**src/rtl/lsu_mem_initiator.sv**
```systemverilog
// Load/store initiator between the CPU memory stage and a byte-addressed little-endian data memory.
// Optional macro LSU_MISALIGN_EN: misaligned requests are split into byte transfers instead of rejected.
module lsu_mem_initiator #(
    parameter int MEM_SIZE = 1024
) (
    input  logic        clk,
    input  logic        reset_n,
    input  logic        req_valid,
    output logic        req_ready,
    input  logic        req_write,
    input  logic [63:0] req_addr,
    input  logic [63:0] req_wdata,
    input  logic [3:0]  req_size,
    input  logic        req_signed,
    output logic        resp_valid,
    output logic        resp_error,
    output logic [63:0] resp_rdata,
    output logic [63:0] mem_addr,
    output logic [63:0] mem_writeData,
    output logic        mem_writeEnable,
    output logic        mem_readEnable,
    output logic [3:0]  mem_xferSize,
    input  logic [63:0] mem_readData
);

    typedef enum logic [1:0] {
        S_IDLE,
        S_ACCESS,
        S_RESP
    } state_t;

    localparam logic [64:0] LP_MEM_SIZE = 65'(MEM_SIZE);

    state_t      r_state, w_state_next;
    logic        r_write, w_write_next;
    logic [3:0]  r_size, w_size_next;
    logic        r_signed, w_signed_next;
    logic [63:0] r_mem_addr, w_mem_addr_next;
    logic [63:0] r_mem_wdata, w_mem_wdata_next;
    logic        r_mem_we, w_mem_we_next;
    logic        r_mem_re, w_mem_re_next;
    logic [3:0]  r_mem_xfer, w_mem_xfer_next;
    logic        r_resp_valid, w_resp_valid_next;
    logic        r_resp_error, w_resp_error_next;
    logic [63:0] r_resp_rdata, w_resp_rdata_next;

    logic        w_size_ok;
    logic        w_oob;
    logic        w_misalign;
    logic        w_reject;
    logic [64:0] w_end;

`ifdef LSU_MISALIGN_EN
    logic [63:0] r_addr, w_addr_next;
    logic [63:0] r_wdata, w_wdata_next;
    logic        r_split, w_split_next;
    logic [2:0]  r_k, w_k_next;
    logic [63:0] r_asm, w_asm_next;
    logic [63:0] w_asm_merged;
    logic [2:0]  w_k_inc;
    logic [63:0] w_wbyte_next;
    logic        w_last;
`endif

    function automatic logic [63:0] f_extend(input logic [63:0] d, input logic [3:0] size,
                                             input logic sgn);
        case (size)
            4'd1:    return {{56{sgn & d[7]}}, d[7:0]};
            4'd2:    return {{48{sgn & d[15]}}, d[15:0]};
            4'd4:    return {{32{sgn & d[31]}}, d[31:0]};
            default: return d;
        endcase
    endfunction

    // Bounds sum is taken in 65 bits so addresses near 2^64 cannot wrap into range.
    assign w_end      = {1'b0, req_addr} + {61'd0, req_size};
    assign w_oob      = (w_end > LP_MEM_SIZE);
    assign w_size_ok  = (req_size == 4'd1) || (req_size == 4'd2) ||
                        (req_size == 4'd4) || (req_size == 4'd8);
    assign w_misalign = |(req_addr[3:0] & (req_size - 4'd1));

`ifdef LSU_MISALIGN_EN
    assign w_reject = !w_size_ok || w_oob;
    assign w_k_inc  = r_k + 3'd1;
    assign w_last   = ({1'b0, r_k} == (r_size - 4'd1));
    assign w_wbyte_next = r_wdata >> {w_k_inc, 3'b000};

    // Byte lane k of the assembly register takes the current read byte.
    generate
        for (genvar gi = 0; gi < 8; gi++) begin : g_asm_lane
            assign w_asm_merged[8*gi +: 8] = (r_k == 3'(gi)) ? mem_readData[7:0]
                                                             : r_asm[8*gi +: 8];
        end
    endgenerate
`else
    assign w_reject = !w_size_ok || w_oob || w_misalign;
`endif

    always_comb begin
        w_state_next      = r_state;
        w_write_next      = r_write;
        w_size_next       = r_size;
        w_signed_next     = r_signed;
        w_mem_addr_next   = r_mem_addr;
        w_mem_wdata_next  = r_mem_wdata;
        w_mem_we_next     = 1'b0;
        w_mem_re_next     = 1'b0;
        w_mem_xfer_next   = r_mem_xfer;
        w_resp_valid_next = 1'b0;
        w_resp_error_next = r_resp_error;
        w_resp_rdata_next = r_resp_rdata;
`ifdef LSU_MISALIGN_EN
        w_addr_next       = r_addr;
        w_wdata_next      = r_wdata;
        w_split_next      = r_split;
        w_k_next          = r_k;
        w_asm_next        = r_asm;
`endif
        case (r_state)
            S_IDLE: begin
                if (req_valid) begin
                    w_write_next  = req_write;
                    w_size_next   = req_size;
                    w_signed_next = req_signed;
                    if (w_reject) begin
                        w_state_next      = S_RESP;
                        w_resp_valid_next = 1'b1;
                        w_resp_error_next = 1'b1;
                        w_resp_rdata_next = 64'd0;
                    end else begin
                        w_state_next    = S_ACCESS;
                        w_mem_addr_next = req_addr;
                        w_mem_we_next   = req_write;
                        w_mem_re_next   = !req_write;
`ifdef LSU_MISALIGN_EN
                        w_addr_next      = req_addr;
                        w_wdata_next     = req_wdata;
                        w_split_next     = w_misalign;
                        w_k_next         = 3'd0;
                        w_asm_next       = 64'd0;
                        w_mem_xfer_next  = w_misalign ? 4'd1 : req_size;
                        w_mem_wdata_next = w_misalign ? {56'd0, req_wdata[7:0]} : req_wdata;
`else
                        w_mem_xfer_next  = req_size;
                        w_mem_wdata_next = req_wdata;
`endif
                    end
                end
            end
            S_ACCESS: begin
`ifdef LSU_MISALIGN_EN
                if (r_split) begin
                    w_asm_next = w_asm_merged;
                    if (w_last) begin
                        w_state_next      = S_RESP;
                        w_resp_valid_next = 1'b1;
                        w_resp_error_next = 1'b0;
                        w_resp_rdata_next = r_write ? 64'd0
                                                    : f_extend(w_asm_merged, r_size, r_signed);
                    end else begin
                        w_k_next         = w_k_inc;
                        w_mem_addr_next  = r_addr + {61'd0, w_k_inc};
                        w_mem_wdata_next = {56'd0, w_wbyte_next[7:0]};
                        w_mem_we_next    = r_write;
                        w_mem_re_next    = !r_write;
                    end
                end else begin
                    w_state_next      = S_RESP;
                    w_resp_valid_next = 1'b1;
                    w_resp_error_next = 1'b0;
                    w_resp_rdata_next = r_write ? 64'd0 : f_extend(mem_readData, r_size, r_signed);
                end
`else
                w_state_next      = S_RESP;
                w_resp_valid_next = 1'b1;
                w_resp_error_next = 1'b0;
                w_resp_rdata_next = r_write ? 64'd0 : f_extend(mem_readData, r_size, r_signed);
`endif
            end
            S_RESP: begin
                w_state_next = S_IDLE;
            end
            default: begin
                w_state_next = S_IDLE;
            end
        endcase
    end

    always_ff @(posedge clk or negedge reset_n) begin
        if (!reset_n) begin
            r_state <= S_IDLE;
        end else begin
            r_state <= w_state_next;
        end
    end

    always_ff @(posedge clk or negedge reset_n) begin
        if (!reset_n) begin
            r_write      <= 1'b0;
            r_size       <= 4'd8;
            r_signed     <= 1'b0;
            r_mem_addr   <= 64'd0;
            r_mem_wdata  <= 64'd0;
            r_mem_we     <= 1'b0;
            r_mem_re     <= 1'b0;
            r_mem_xfer   <= 4'd8;
            r_resp_valid <= 1'b0;
            r_resp_error <= 1'b0;
            r_resp_rdata <= 64'd0;
`ifdef LSU_MISALIGN_EN
            r_addr       <= 64'd0;
            r_wdata      <= 64'd0;
            r_split      <= 1'b0;
            r_k          <= 3'd0;
            r_asm        <= 64'd0;
`endif
        end else begin
            r_write      <= w_write_next;
            r_size       <= w_size_next;
            r_signed     <= w_signed_next;
            r_mem_addr   <= w_mem_addr_next;
            r_mem_wdata  <= w_mem_wdata_next;
            r_mem_we     <= w_mem_we_next;
            r_mem_re     <= w_mem_re_next;
            r_mem_xfer   <= w_mem_xfer_next;
            r_resp_valid <= w_resp_valid_next;
            r_resp_error <= w_resp_error_next;
            r_resp_rdata <= w_resp_rdata_next;
`ifdef LSU_MISALIGN_EN
            r_addr       <= w_addr_next;
            r_wdata      <= w_wdata_next;
            r_split      <= w_split_next;
            r_k          <= w_k_next;
            r_asm        <= w_asm_next;
`endif
        end
    end

    assign req_ready       = (r_state == S_IDLE);
    assign resp_valid      = r_resp_valid;
    assign resp_error      = r_resp_error;
    assign resp_rdata      = r_resp_rdata;
    assign mem_addr        = r_mem_addr;
    assign mem_writeData   = r_mem_wdata;
    assign mem_writeEnable = r_mem_we;
    assign mem_readEnable  = r_mem_re;
    assign mem_xferSize    = r_mem_xfer;

endmodule

```
**config.mk**
```make
export PLATFORM = sky130hd
export DESIGN_NAME = lsu_mem_initiator
export DESIGN_NICKNAME = d
export VERILOG_FILES = /design/src/rtl/lsu_mem_initiator.sv
export SDC_FILE = /design/constraint.sdc
export NUM_CORES = 1
export LEC_CHECK = 0
export ABC_AREA = 1
export ABC_CLOCK_PERIOD_IN_PS = 4000
export BUFFER_PORTS_ARGS = -buffer_cell sky130_fd_sc_hd__buf_2
export CORE_MARGIN = 8
export CORE_UTILIZATION = 30
export DETAILED_ROUTE_END_ITERATION = 8
export PLACE_DENSITY_LB_ADDON = 0.25
export SYNTH_ARGS = -nofsm -noshare
export SYNTH_HDL_FRONTEND = slang
export SYNTH_SLANG_ARGS = --single-unit
```
**constraint.sdc**
```tcl
create_clock -name clk -period 4 [get_ports clk]
set_input_delay 0.2 -clock clk [delete_from_list [all_inputs] [get_ports clk]]
set_output_delay 0.2 -clock clk [all_outputs]
set_load 0.02 [all_outputs]
```
==> impl_metrics.py <==
metrics = {
    "layout": {
        "drive_gt1_share_pct": 24.7,
        "layout_common_cells": "668 x nand2_1, 400 x buf_2, 206 x dfrtp_1, 159 x nor2_1, 130 x dlygate4sd3_1",
        "fillCellCount": 3669,
        "area.growth.synth_to_final_pct": 42.7,
        "final_nets": 2237,
        "fin_cells": 2508,
        "final_common_cell": "nand2_1",
    },
    "worst_setup_path": {
        "crit_cells": 19,
        "r2r_slack_ps": 1260,
        "endpoint": "mem_writeData[31]",
        "rr_startpoint": "r_size[1]",
        "cp.arrival_ps": 3780,
        "slowest_delay_ps": 550,
        "critPathCaptureType": "flip-flop",
        "rr_worst_depth": 12,
        "path_class": "input port to flip-flop",
        "crit_buf_inv": 4,
        "cp-startpoint": "req_addr[0]",
        "crit_required_ps": 4390,
        "crit_path_max_fanout": 74,
        "crit_slowest_cell": "dlygate4sd3_1",
        "regToRegEndpoint": "resp_rdata[42]",
        "start_kind": "input port",
        "cpMostUsedCell": "nand2_1",
        "critPathTopFamily": "simple AND/OR/NAND/NOR gates",
        "crit_chain": "dlygate4sd3_1 > buf_2 > ha_1 > fa_1 > nand2_1 > nand2_1 > nand3_2 > nor2_4 > nand3_1 > xor2_1 > nand3_1 > nor2_1 > nand3_1 > nand2_1 > nand4_1 > buf_12 > buf_12 > nand2_1 > nand2_1",
    },
    "floorplan": {
        "io_pins": 402,
        "core-area_um2": 35700,
        "fp.dieArea_um2": 42600,
        "initial_core_util_pct": 30.5,
        "die_w_um": 206,
        "num_rows": 69,
        "die_y_um": 206,
    },
    "detailed_routing": {
        "viasPerCell": 4.63,
        "remaining_drc_errors": 0,
        "wl_per_cell_um": 17.1,
        "drtIter0Drc": 777,
        "postRouteWirelength_mm": 42.8,
        "antenna_left": 0,
        "firstDrtPassIters": 5,
        "vias": 11600,
    },
    "sta": {
        "hold_viol": 0,
        "fmax_mhz": 296,
        "period_share_pct": 84.6,
        "rsz0062_at_grt": "no",
        "finalSetupTns_ps": 0,
        "worst_slew_pin_slew_ps": 1060,
        "drv_slew": 0,
        "fin_crit_ps": 3380,
        "setup-violations-final": 0,
        "maxSlewHeadroom_pct": 29.3,
        "clock_skew_ps": 17.2,
        "layout_setup_ws_ps": 617,
    },
    "place": {
        "dp.cells": 2331,
        "place_worst_setup_slack_ps": 695,
        "routabilityCongestion": 0.971,
        "hpwl_mm": 32.3,
        "io_buffer_count": 401,
    },
    "clock_tree": {
        "clkSinkCount": 208,
        "root_buffer": "clkbuf_16",
        "clkTransAtPathRegs_ps": 60,
        "post_cts_buffers": 0,
        "worstSkewPairLatency_ps": 520,
        "clock_path_buffers": 3,
        "htreeDepth": 1,
        "cts-resized-gates": 0,
        "cts_tree": "yes",
        "cts_inserted_buffers": 24,
    },
    "global_route": {
        "track_usage_pct": 19.3,
        "grt_max_degree": 115,
        "grt_first_pass_wirelength_mm": 64.8,
        "antenna_found_initial": 3,
        "grt_pass1_vias": 11600,
        "overflow": 0,
    },
    "synth": {
        "synth_area_um2": 10900,
        "yosysSeqAreaShare_pct": 47.9,
        "synth_nets": 1718,
        "yosys_warnings": 0,
        "ys_async_sr_fraction_pct": 100,
        "synth_enable_flop_cells": 0,
        "synth_cell_type_count": 32,
        "syn_avg_cell_area_um2": 7.21,
        "synth_flop_cell": "dfrtp_1",
        "ys_ff_latch": 208,
        "netlist_instances": 1507,
    },
    "pwr": {
        "power_mw": 5.05,
        "leakagePower_nw": 9.13,
        "peakVddDrop_v": 0.000296,
        "p_per_area_nw_per_um2": 326,
    },
    "flow_run": {
        "drv_cap": 0,
    },
    "worst_hold_path": {
        "hp-class": "input port to flip-flop",
        "holdPathStages": 5,
    },
    "outcome": {
        "outcome": "complete, no violations",
    },
}
==> where the power goes <==
group	total, mW	switching (mW)	internal (mW)
Clock	2.37	0.860	1.51
Sequential	2.12	0.00819	2.11
Combinational	0.559	0.325	0.233
==> registers in the layout, summed over array words and instances (netlist names), 2 cells and up <==
name	cells
mem_addr	64
mem_writeData	64
mem_xferSize	4
r_size	4
r_state	2
resp_rdata	64
==> per-stage QoR <==
stage               util (%)  hold WS (ps)  instance area [um^2]
detailed placement      37.4           391                 13300
global route            43.5          25.2                 15500
floorplan                  -         -95.6                 10900
finish                  43.5          24.0                 15500
CTS                     43.5          3.95                 15500
global placement        37.4           388                 13300
==> layout make-up <==
class / instances / area, um^2 / share of cell area, %
inverter: 136 / 510 / 3.29
antenna: 3 / 7.51 / 0.0484
tap: 461 / 577 / 3.72
multi-input combinational: 1113 / 4880 / 31.5
clock inverter: 7 / 138 / 0.887
clock buffer: 37 / 731 / 4.71
sequential: 208 / 5210 / 33.6
timing repair buffer: 543 / 3460 / 22.3
==> cells by family (layout without fill, tap and decap cells) <==
group	Yosys count	count (layout)	share of synthesized area, %
xor gates and xnor gates	19	19	1.53
DFF	208	208	47.9
adders and majority gates	10	10	1.22
other	0	3	0
buffers and inverters	186	723	7.21
and+or+nand+nor	1017	1017	38.9
AOI/OAI and AO/OA	67	67	3.18
==> how the worst min path moves through the flow <==
stage,end,from,slack [ps]
2_1_floorplan,mem_addr[0],reset_n,-100
3_3_place_gp,mem_writeData[25],reset_n,390
3_5_place_dp,mem_writeData[26],reset_n,390
4_1_cts,resp_rdata[27],mem_readData[27],4
5_1_grt,resp_rdata[9],mem_readData[9],30
6_report,resp_rdata[21],mem_readData[21],20
==> per-layer routing <==
metal  track usage, %  vias up  part of all wire [%]
met5                0        -                     0
met4             7.79        0                   3.6
met3             3.68       86                   7.1
met2             33.0      403                    48
met1             23.6     5418                    41
li1                 -     5696                     -
==> Yosys cell counts (all sizes together), types with 2 or more instances <==
| cell | instances | share of area (%) |
|---|---|---|
| nand2 | 673 | 23 |
| dfrtp | 206 | 47 |
| nor2 | 177 | 6.7 |
| inv | 134 | 4.6 |
| nand3 | 121 | 6.2 |
| o21ai | 60 | 2.8 |
| buf | 30 | 1.8 |
| nand4 | 25 | 1.4 |
| clkbuf | 20 | 0.69 |
| xnor2 | 11 | 0.89 |
| ha | 9 | 1.0 |
| xor2 | 8 | 0.64 |
| nor3 | 6 | 0.28 |
| nand3b | 5 | 0.35 |
| or2 | 4 | 0.23 |
| a21oi | 3 | 0.14 |
| and2 | 3 | 0.17 |
| o21bai | 3 | 0.21 |
| clkinv | 2 | 0.069 |
| dfstp | 2 | 0.48 |
| nor4 | 2 | 0.12 |
==> what timing repair did <==
action	4_1_cts	5_1_grt
hold buffers	130	0
setup endpoints to repair	0	0
hold endpoints to repair	240	0
==> worst register-to-register path: stages, from the launching register on <==
cell and delay [ps]:
dfrtp_1 390, inv_1 80, nand2_1 170, nor2_1 180, nand3_1 280, nand2_1 170
clkinv_1 420, nand2_1 180, a21oi_1 90, nor3_2 110, buf_4 320, o21ai_0 170
nand2_1 120
Note: power is estimated with default switching activity, not from simulation.
